<file path="config.mk">
export PLATFORM = sky130hd
export DESIGN_NAME = z_alu_seq
export DESIGN_NICKNAME = d
export VERILOG_FILES = /design/src/rtl/z_alu_seq.sv
export SDC_FILE = /design/constraint.sdc
export NUM_CORES = 1
export LEC_CHECK = 0
export ABC_AREA = 1
export BUFFER_PORTS_ARGS = -buffer_cell sky130_fd_sc_hd__buf_2
export CORE_MARGIN = 2
export CORE_UTILIZATION = 50
export CTS_BUF_LIST = sky130_fd_sc_hd__clkbuf_4 sky130_fd_sc_hd__clkbuf_8
export DETAILED_ROUTE_END_ITERATION = 7
export HOLD_SLACK_MARGIN = 0.05
export PLACE_DENSITY_LB_ADDON = 0.3
export REMOVE_ABC_BUFFERS = 1
export SLEW_MARGIN = 20
export SYNTH_ARGS = -nofsm -noshare
export SYNTH_HDL_FRONTEND = slang
export SYNTH_SLANG_ARGS = --single-unit
</file>
<file path="constraint.sdc">
create_clock -name clk_in -period 2 [get_ports clk_in]
set_input_delay 0 -clock clk_in [delete_from_list [all_inputs] [get_ports clk_in]]
set_output_delay 0 -clock clk_in [all_outputs]
set_load 0.03 [all_outputs]
</file>
<file path="src/rtl/z_alu_seq.sv">
// z_alu_seq: multi-cycle execute controller sequencing z_ALU and a sync-read register file
module z_alu_seq #(
  parameter int RF_LAT = 1,
  parameter int W = 32
) (
  input  logic         clk_in,
  input  logic         rst_in,
  input  logic         ins_valid_in,
  output logic         ins_ready_out,
  input  logic [31:0]  ins_in,
  output logic [4:0]   rf_raddr1_out,
  output logic [4:0]   rf_raddr2_out,
  input  logic [W-1:0] rf_rdata1_in,
  input  logic [W-1:0] rf_rdata2_in,
  output logic [W-1:0] alu_a_out,
  output logic [W-1:0] alu_b_out,
  output logic [4:0]   alu_shamt_out,
  output logic [31:0]  alu_ins_out,
  input  logic [W-1:0] alu_result_in,
  input  logic         alu_zero_in,
  output logic         rf_we_out,
  output logic [4:0]   rf_waddr_out,
  output logic [W-1:0] rf_wdata_out,
  output logic         done_out,
  output logic         branch_taken_out,
  output logic         illegal_out
);
  typedef enum logic [1:0] {IDLE, FETCH, EXEC, WB} state_t;
  state_t state;
  logic [1:0] cnt;
  logic [31:0] ins_q, ins_d;
  logic [5:0] op, funct;
  logic [15:0] imm;
  logic is_r, is_ari, is_log, is_lui, is_beq, is_bne, wr;
  logic [W-1:0] a_d, b_d;
  logic [4:0] waddr_d;
  assign ins_ready_out = state == IDLE && !rst_in;
  always_comb begin
    op = ins_q[31:26];
    imm = ins_q[15:0];
    is_r = op == 6'b000000;
    is_ari = op == 6'b001000 || op == 6'b001010;
    is_log = op inside {6'b001100, 6'b001101, 6'b001110};
    is_lui = op == 6'b001111;
    is_beq = op == 6'b000100;
    is_bne = op == 6'b000101;
    wr = is_r | is_ari | is_log | is_lui;
    funct = op == 6'b001000 ? 6'b100000 :
            op == 6'b001010 ? 6'b101010 :
            op == 6'b001100 ? 6'b100100 :
            op == 6'b001101 ? 6'b100101 :
            op == 6'b001110 ? 6'b100110 :
            is_lui          ? 6'b100101 : 6'b100010;
    ins_d = (is_r || !(wr || is_beq || is_bne)) ? ins_q : {6'b0, ins_q[25:16], 10'b0, funct};
    a_d = is_lui ? '0 : rf_rdata1_in;
    b_d = is_ari ? {{16{imm[15]}}, imm} : is_log ? {16'h0, imm} : is_lui ? {imm, 16'h0} : rf_rdata2_in;
    waddr_d = is_r ? ins_q[15:11] : ins_q[20:16];
  end
  always_ff @(posedge clk_in) begin
    if (rst_in) begin
      state <= IDLE;
      cnt <= '0;
      ins_q <= '0;
      rf_raddr1_out <= '0;
      rf_raddr2_out <= '0;
      alu_a_out <= '0;
      alu_b_out <= '0;
      alu_shamt_out <= '0;
      alu_ins_out <= '0;
      rf_we_out <= 1'b0;
      rf_waddr_out <= '0;
      rf_wdata_out <= '0;
      done_out <= 1'b0;
      branch_taken_out <= 1'b0;
      illegal_out <= 1'b0;
    end else begin
      rf_we_out <= 1'b0;
      done_out <= 1'b0;
      branch_taken_out <= 1'b0;
      illegal_out <= 1'b0;
      case (state)
        IDLE: if (ins_valid_in) begin
          ins_q <= ins_in;
          rf_raddr1_out <= ins_in[25:21];
          rf_raddr2_out <= ins_in[20:16];
          cnt <= 2'(RF_LAT - 1);
          state <= FETCH;
        end
        FETCH: if (cnt == 2'd0) begin
          alu_a_out <= a_d;
          alu_b_out <= b_d;
          alu_shamt_out <= is_r ? ins_q[10:6] : 5'd0;
          alu_ins_out <= ins_d;
          state <= EXEC;
        end else cnt <= cnt - 2'd1;
        EXEC: begin
          rf_wdata_out <= alu_result_in;
          rf_waddr_out <= waddr_d;
          rf_we_out <= wr && waddr_d != 5'd0;
          done_out <= 1'b1;
          branch_taken_out <= is_beq ? alu_zero_in : is_bne ? !alu_zero_in : 1'b0;
          illegal_out <= !(wr || is_beq || is_bne);
          state <= WB;
        end
        WB: state <= IDLE;
      endcase
    end
  end
endmodule

</file>
==> qor.txt, run 1 <==
status - completed
H-tree levels - 4
Syn Std Cell Area - 6960 sq um
Slew @ Worst Pin - 0.603 ns
Max Clock Skew - 0.0123 ns
Avg Synthesized Cell Area - 7.73 sq um
design area - 10,100 sq um
minimum clock period - 1.82 ns
Data required, critical path - 2.37 ns
Clock Pin Slew Worst Setup and Hold Paths - 0.09 ns
Starting Density - 50.7%
combinational share of power - 47.4%
# rows - 43
total CTS buffers - 17
adder-cell area share of the yosys netlist - 0.899%
Final Util - 73.7%
Synth cell types - 28
reg2reg start - state[1]$_SDFFE_PP0P_
Yosys reg bits - 178
CORE AREA - 13,700 sq um
TritonRoute pass-1 iters - 5
Die Ht - 122 microns
final total power - 14.8 mW
Ys Warns - 0
drt via density - 5.23
fraction of layout cells with a size suffix above 1 - 27.4%
P_leak - 4.94 nW
largest net degree at the start of global routing - 98
initial antenna violation count - 0
Synth Area in Compound Gates - 22.1%
XOR/XNOR share of the synthesized area - 0%
Max Clk Rate - 551 MHz
Clk Latency, worst-skew pair - 0.45 ns
Post-Route Setup TNS - 0 ns
CP Class - register to register
Multi-input gate area - 2810 sq um
Worst setup EP type - register
flop-to-flop setup slack - 0.18 ns
period utilization - 90.8%
first-pass GRT wire length - 36.0 mm
leading cell type in the layout, fill and taps excluded - buf_2
post-synthesis mux area share - 0%
DR vias - 7,689
vias in the first global route - 7,468
FF/Latch Area - 3560 sq um
# IOs - 285
final worst setup slack - 0.185 ns
Total GRT Usage - 30.6%
R2R depth - 7
average wire per standard cell - 15.7 microns
CP Max Fanout - 61
Slew Limit Fails - 0
Sw Ratio - 46.8%
register area share after synthesis - 51.2%
Syn Inst Count - 900
commonest non-fill, non-tap cells in the layout - buf_2, dfxtp_1, o21ai_0
simple-gate share of the synthesized area - 17.4%
Psw - 6.91 mW
DR DRC count - 0
Clk network pwr share - 16.5%
routability cong. - 0.858
Fillers - 1,005
CTS max path bufs - 2
number of post-CTS setup repair buffers - 0
Hold/Removal Path Class - input pin to register
hold path depth - 3
RSZ-0062 raised after global routing - no
element type at the critical path start - register
CTS tree - built
remaining antenna violation count - 0
endpoints failing setup - 0
post-DP HPWL - 13.5 mm
number of diodes - 0
Reg power frac - 36.2%
Data arrival, critical path - 2.19 ns
worst rel slew slack - 59.7%
Die Area - 14,900 sq um
CTS Root Cell - clkbuf_8
Die X - 122 microns
routed wire length - 23.1 mm
hold path start - ins_valid_in
number of maximum-capacitance violations - 0
main combinational cell family by area after synthesis - compound AO/OA/AOI/OAI gates
pwr/cell area - 1460 nW/um^2
Internal - 7.85 mW
Initial DRC Count - 515
Final Hold Viols - 0
I/O Buffers - 284
Place WS - 0.265 ns
nets - 1,413
hold endpoint - rf_raddr2_out[3]$_SDFFE_PP0P_
grt total ovfl - 0
peak supply drop - 0.822 mV
FF-to-FF End - alu_a_out[7]$_SDFFE_PP0P_
dpl cell area - 8420 sq um
Area Growth Syn to Fin - 45.4%
clock sink count - 178
routing by layer:
layer | vias to the layer above | share of wire [%] | track usage [%]
met1 | 3545 | 40 | 36.1
met4 | 0 | 3.4 | 14.1
li1 | 3714 | - | -
met2 | 360 | 49 | 52.6
met5 | - | 0 | 0
met3 | 70 | 7.8 | 7.21
cell type report:
type	count	area share (%)
Multi-Input combinational cell	594	27.8
Clock inverter	11	1.03
Tap cell	180	2.23
Timing Repair Buffer	430	28.8
Clock buffer	21	2.86
Sequential cell	178	35.2
Inverter	55	2.08
worst max-delay path by stage:
| stage | start | end | slack [ns] | cells past startpoint |
|---|---|---|---|---|
| after floorplan | state[1]$_SDFFE_PP0P_ | alu_b_out[16]$_SDFFE_PP0P_ | -1.38 | 7 |
| after global placement | ins_q[26]$_SDFFE_PP0P_ | alu_b_out[31]$_SDFFE_PP0P_ | 0.35 | 7 |
| after detailed placement | state[1]$_SDFFE_PP0P_ | alu_a_out[5]$_SDFFE_PP0P_ | 0.27 | 7 |
| after CTS | state[1]$_SDFFE_PP0P_ | alu_a_out[5]$_SDFFE_PP0P_ | 0.25 | 7 |
| after global routing | ins_q[26]$_SDFFE_PP0P_ | alu_b_out[21]$_SDFFE_PP0P_ | 0.02 | 7 |
| final | state[1]$_SDFFE_PP0P_ | alu_a_out[7]$_SDFFE_PP0P_ | 0.18 | 7 |
what timing repair did:
item,CTS,global route
resized for setup,0,1
endpoints found under the setup margin,0,1
hold endpoints to repair,141,0
hold buffers,130,0
worst max-delay path, stage by stage, from the launching register on:
cell and delay (ns):
dfxtp_1 0.33, inv_1 0.11, ha_1 0.24, nand2_2 0.19, inv_4 0.25, buf_12 0.26
o21ai_0 0.14, a21oi_1 0.20
cell families (layout without fill, tap and decap cells):
logic type / count (synthesis) / count (layout)
and+or+nand+nor: 295 / 295
AOI/OAI and AO/OA: 294 / 294
DFF: 178 / 178
buffers and inverters: 128 / 517
adders and majority gates: 5 / 5
through the flow:
stage / instances / hold slack, ns
after global placement: 1307 / 0.196
after global routing: 1469 / 0.110
final: 1469 / 0.0932
after CTS: 1469 / 0.0538
after detailed placement: 1307 / 0.207
after floorplan: 827 / 0.0691
Yosys cell counts:
cell type	count	area, sq um
clkinv_1	1	3.75
nor2_1	115	432
nand4_1	3	18.8
a31oi_1	8	50.1
a21oi_1	118	591
inv_2	5	18.8
o21ai_2	1	8.76
buf_4	12	90.1
nand2_2	3	18.8
buf_6	6	67.6
nor2_2	2	12.5
nor2_4	2	22.5
nor3_1	2	10.0
nand2_1	131	492
nor3_4	1	16.3
a211oi_1	4	30.0
nand3_2	2	20.0
ha_1	5	62.6
o211ai_1	5	37.5
o21ai_1	2	10.0
inv_1	49	184
buf_2	11	55.1
nand3_1	34	170
o211ai_4	1	21.3
o21ai_0	154	771
dfxtp_1	178	3560
o21ai_4	1	16.3
clkbuf_1	44	165
power groups by stage:
| stage | sequential [mW] | clock (mW) | combinational [mW] |
|---|---|---|---|
| after floorplan | 7.22 | 0 | 2.51 |
| after global placement | 5.34 | 0 | 6.55 |
| after detailed placement | 5.34 | 0 | 6.65 |
| after CTS | 5.29 | 2.48 | 6.85 |
| after global routing | 5.45 | 2.61 | 7.60 |
| final | 5.34 | 2.43 | 6.99 |
flip-flops by register name, indices dropped and copies added, names as in the netlist:
name,count
rf_wdata_out,32
alu_a_out,32
alu_b_out,32
state,2
ins_q,24
branch_taken_out,1
rf_waddr_out,5
alu_shamt_out,5
rf_raddr1_out,4
cnt,2
rf_raddr2_out,4
illegal_out,1
rf_we_out,1
done_out,1
alu_ins_out,32
Power figures use the tool's default switching activity.
==> inputs of run 2 (changes only) <==
--- a/config.mk
+++ b/config.mk
@@ -5,10 +5,8 @@
 export SDC_FILE = /design/constraint.sdc
 export NUM_CORES = 1
 export LEC_CHECK = 0
-export ABC_AREA = 1
 export BUFFER_PORTS_ARGS = -buffer_cell sky130_fd_sc_hd__buf_2
-export CORE_MARGIN = 2
-export CORE_UTILIZATION = 50
+export CORE_UTILIZATION = 49
 export CTS_BUF_LIST = sky130_fd_sc_hd__clkbuf_4 sky130_fd_sc_hd__clkbuf_8
 export DETAILED_ROUTE_END_ITERATION = 7
 export HOLD_SLACK_MARGIN = 0.05
==> run 2 against run 1 <==
Effect of this change:
- clock power decreased by 7%
- design area fell by 1.4%
- sequential share of layout area is 0.50 points higher
- critical path type unchanged
==> qor.txt, run 2 <==
minimum clock period - 1.89 ns (+0.0698 ns)
initial antenna violation count - 0 (unchanged)
vias in the first global route - 7,110 (-4.8%)
met3 Use GR - 9.85% (+2.6 points)
clock sink count - 178 (unchanged)
fraction of layout cells with a size suffix above 1 - 31.1% (+3.8 points)
Reg power frac - 37.5% (+1.3 points)
most common cell in the netlist - dfxtp_1
nets - 1,277 (-9.6%)
Synth Area in Compound Gates - 17.5% (-4.5 points)
# IOs - 285 (unchanged)
post-synthesis mux area share - 5.84% (+5.8 points)
top cells by area, synth - dfxtp_1, nor2_1, mux2i_1
Post-synth EDFFs - 0 (unchanged)
flop-to-flop setup slack - 0.11 ns (-0.07 ns)
pwr/cell area - 1320 nW/um^2 (-9.6%)
Clk network pwr share - 17.2% (+0.7 points)
share of the synthesized area in the top cell type - 53.3% (+2.1 points)
M1 GR Usage - 36.6% (+0.51 points)
I/O Buffers - 284 (unchanged)
# rows - 42 (-2.3%)
ys async rst share - 0% (unchanged)
commonest non-fill, non-tap cells in the layout - buf_2, dfxtp_1, dlygate4sd3_1
XOR/XNOR share of the synthesized area - 0.131% (+0.13 points)
ys flop type - dfxtp_1
remaining antenna violation count - 0 (unchanged)
number of diodes - 0 (unchanged)
Syn Inst Count - 746 (-17%)
post-synth top area cell - dfxtp_1
endpoints failing setup - 0 (unchanged)
CTS max path bufs - 2 (unchanged)
Worst setup EP type - register
R2R depth - 5 (-2)
grt total ovfl - 0 (unchanged)
Slew @ Worst Pin - 0.648 ns (+0.0448 ns)
Clock Pin Slew Worst Setup and Hold Paths - 0.10 ns (about the same)
register area share after synthesis - 53.3% (+2.1 points)
routed wire length - 23.8 mm (+3.0%)
routability cong. - 0.841 (-2.0%)
hold path depth - 4 (+1)
Place WS - 0.108 ns (-0.157 ns)
DR DRC count - 0 (unchanged)
final total power - 13.1 mW (-11%)
CP Max Fanout - 9 (-85%)
Ys Warns - 0 (unchanged)
reg2reg start - ins_q[31]$_SDFFE_PP0P_
Internal - 7.32 mW (-6.6%)
Inst Count DP - 1,162 (-11%)
CTS Root Cell - clkbuf_8
CP Class - register to register
Hold/Removal Path Class - input pin to register
Final Hold Viols - 0 (unchanged)
first-pass GRT wire length - 36.6 mm (+1.5%)
CTS tree - built
Fin Hold WS - 0.303 ns (+0.209 ns)
leading cell types by count after synthesis - dfxtp_1, nor2_1, nand2_1
CORE AREA - 13,300 sq um (-3.1%)
Max Clk Rate - 530 MHz (-3.7%)
Layout Cells excl Fill - 1,329 (-9.5%)
Psw - 5.82 mW (-16%)
DR vias - 7,165 (-6.8%)
period utilization - 94.3% (+3.5 points)
TritonRoute pass-1 iters - 5 (unchanged)
status - completed
peak supply drop - 0.938 mV (+14%)
worst rel slew slack - 56.8% (-2.9 points)
Syn Std Cell Area - 6680 sq um (-4.0%)
leading cell type in the layout, fill and taps excluded - buf_2
Die Area - 14,100 sq um (-5.2%)
Final Util - 75.0% (+1.3 points)
post-DP HPWL - 13.9 mm (+3.0%)
Area Growth Syn to Fin - 49.2%
combinational share of power - 45.3% (-2.1 points)
Total GRT Usage - 33.4% (+2.8 points)
final worst setup slack - 0.115 ns (-0.0698 ns)
Die Ht - 119 microns (-2.6%)
largest net degree at the start of global routing - 63 (-36%)
Starting Density - 50.3% (-0.46 points)
Synth cell types - 44 (+57%)
element type at the critical path start - register
Avg Synthesized Cell Area - 8.96 sq um (+16%)
Worst setup startpoint - ins_q[31]$_SDFFE_PP0P_
Yosys reg bits - 178 (unchanged)
average wire per standard cell - 17.9 microns (+14%)
adder-cell area share of the yosys netlist - 0.936% (+0.037 points)
main combinational cell family by area after synthesis - compound AO/OA/AOI/OAI gates
total CTS buffers - 17 (unchanged)
simple-gate share of the synthesized area - 17.0% (-0.46 points)
Data required, critical path - 2.33 ns (-0.04 ns)
Data arrival, critical path - 2.22 ns (+0.03 ns)
met2 Usage GRT - 59.2% (+6.6 points)
Clk Latency, worst-skew pair - 0.46 ns (about the same)
Slew Limit Fails - 0 (unchanged)
Setup crit end - rf_waddr_out[0]$_SDFFE_PP0P_
FF-to-FF End - rf_waddr_out[0]$_SDFFE_PP0P_
Die X - 119 microns (-2.6%)
Initial DRC Count - 687 (+33%)
drt via density - 5.39 (+3.0%)
Max Clock Skew - 0.0109 ns (-0.00143 ns)
global routing's busiest layer - met2
P_leak - 4.50 nW (-8.9%)
number of maximum-capacitance violations - 0 (unchanged)
Sw Ratio - 44.3% (-2.5 points)
Fillers - 921 (-8.4%)
H-tree levels - 4 (unchanged)
[run 2: changes by cell type after synthesis, sizes merged, moves of 29 or more]
cell | before | now
a22oi | 0 | 48
o21ai | 158 | 6
inv | 54 | 8
mux2i | 0 | 39
a21oi | 118 | 76
nand3 | 36 | 7
nand2 | 134 | 102
[run 2: routing by layer]
metal,vias to the layer above,part of all wire (%)
met4,0,3.6
met1,3311,37
met3,66,8.9
met2,428,50
li1,3360,-
met5,-,0
[run 2: layout make-up]
type	count	area [sq um]	share of cell area, %
Tap cell	176	220	2.21
Sequential cell	178	3560	35.7
Multi-Input combinational cell	491	2810	28.1
Clock buffer	20	269	2.70
Inverter	8	30.0	0.301
Clock inverter	12	85.1	0.853
Timing Repair Buffer	444	3000	30.1
[run 2: power by group through the flow]
stage	Sequential, mW	Clock (mW)	Combinational [mW]
6_report	4.93	2.26	5.96
5_1_grt	5.02	2.46	6.34
4_1_cts	4.90	2.28	5.71
3_5_place_dp	4.96	0	5.51
3_3_place_gp	4.95	0	5.41
2_1_floorplan	6.32	0	2.20
[run 2: through the flow]
step,area [sq um],setup TNS [ns]
floorplan,6360,-94.30
global placement,8250,0
detailed placement,8250,0
CTS,9920,0
global route,9970,-0.0111
finish,9970,0
[run 2: how the worst min path moves through the flow]
stage | from | to | slack [ns]
finish | alu_result_in[6] | rf_wdata_out[6]$_SDFFE_PP0P_ | 0.30
global route | ins_in[26] | ins_q[26]$_SDFFE_PP0P_ | 0.30
CTS | rf_rdata1_in[14] | alu_a_out[14]$_SDFFE_PP0P_ | 0.28
detailed placement | alu_result_in[26] | rf_wdata_out[26]$_SDFFE_PP0P_ | 0.24
global placement | alu_result_in[27] | rf_wdata_out[27]$_SDFFE_PP0P_ | 0.23
floorplan | rst_in | alu_ins_out[16]$_SDFFE_PP0P_ | 0.07
[run 2: cell families (layout without fill, tap and decap cells)]
family | after synthesis | after routing
AND/OR/NAND/NOR | 268 | 268
AO/OA/AOI/OAI | 178 | 178
flip-flops | 178 | 178
buffers and inverters | 77 | 484
multiplexers | 39 | 39
adder cells (fa/ha/maj) | 5 | 5
XOR/XNOR | 1 | 1
[run 2: repair_timing]
action	in CTS	in global routing
endpoints found under the setup margin	0	38
buffers inserted	0	4
gates resized for setup	0	4
hold buffers	131	0
hold endpoints to repair	134	0
[run 2: worst max-delay path, stage by stage (launching register included)]
cell and delay [ns]:
dfxtp_1 0.40, or4_4 0.60, nor3_4 0.31, buf_4 0.18, mux2i_1 0.18, a211oi_1 0.09
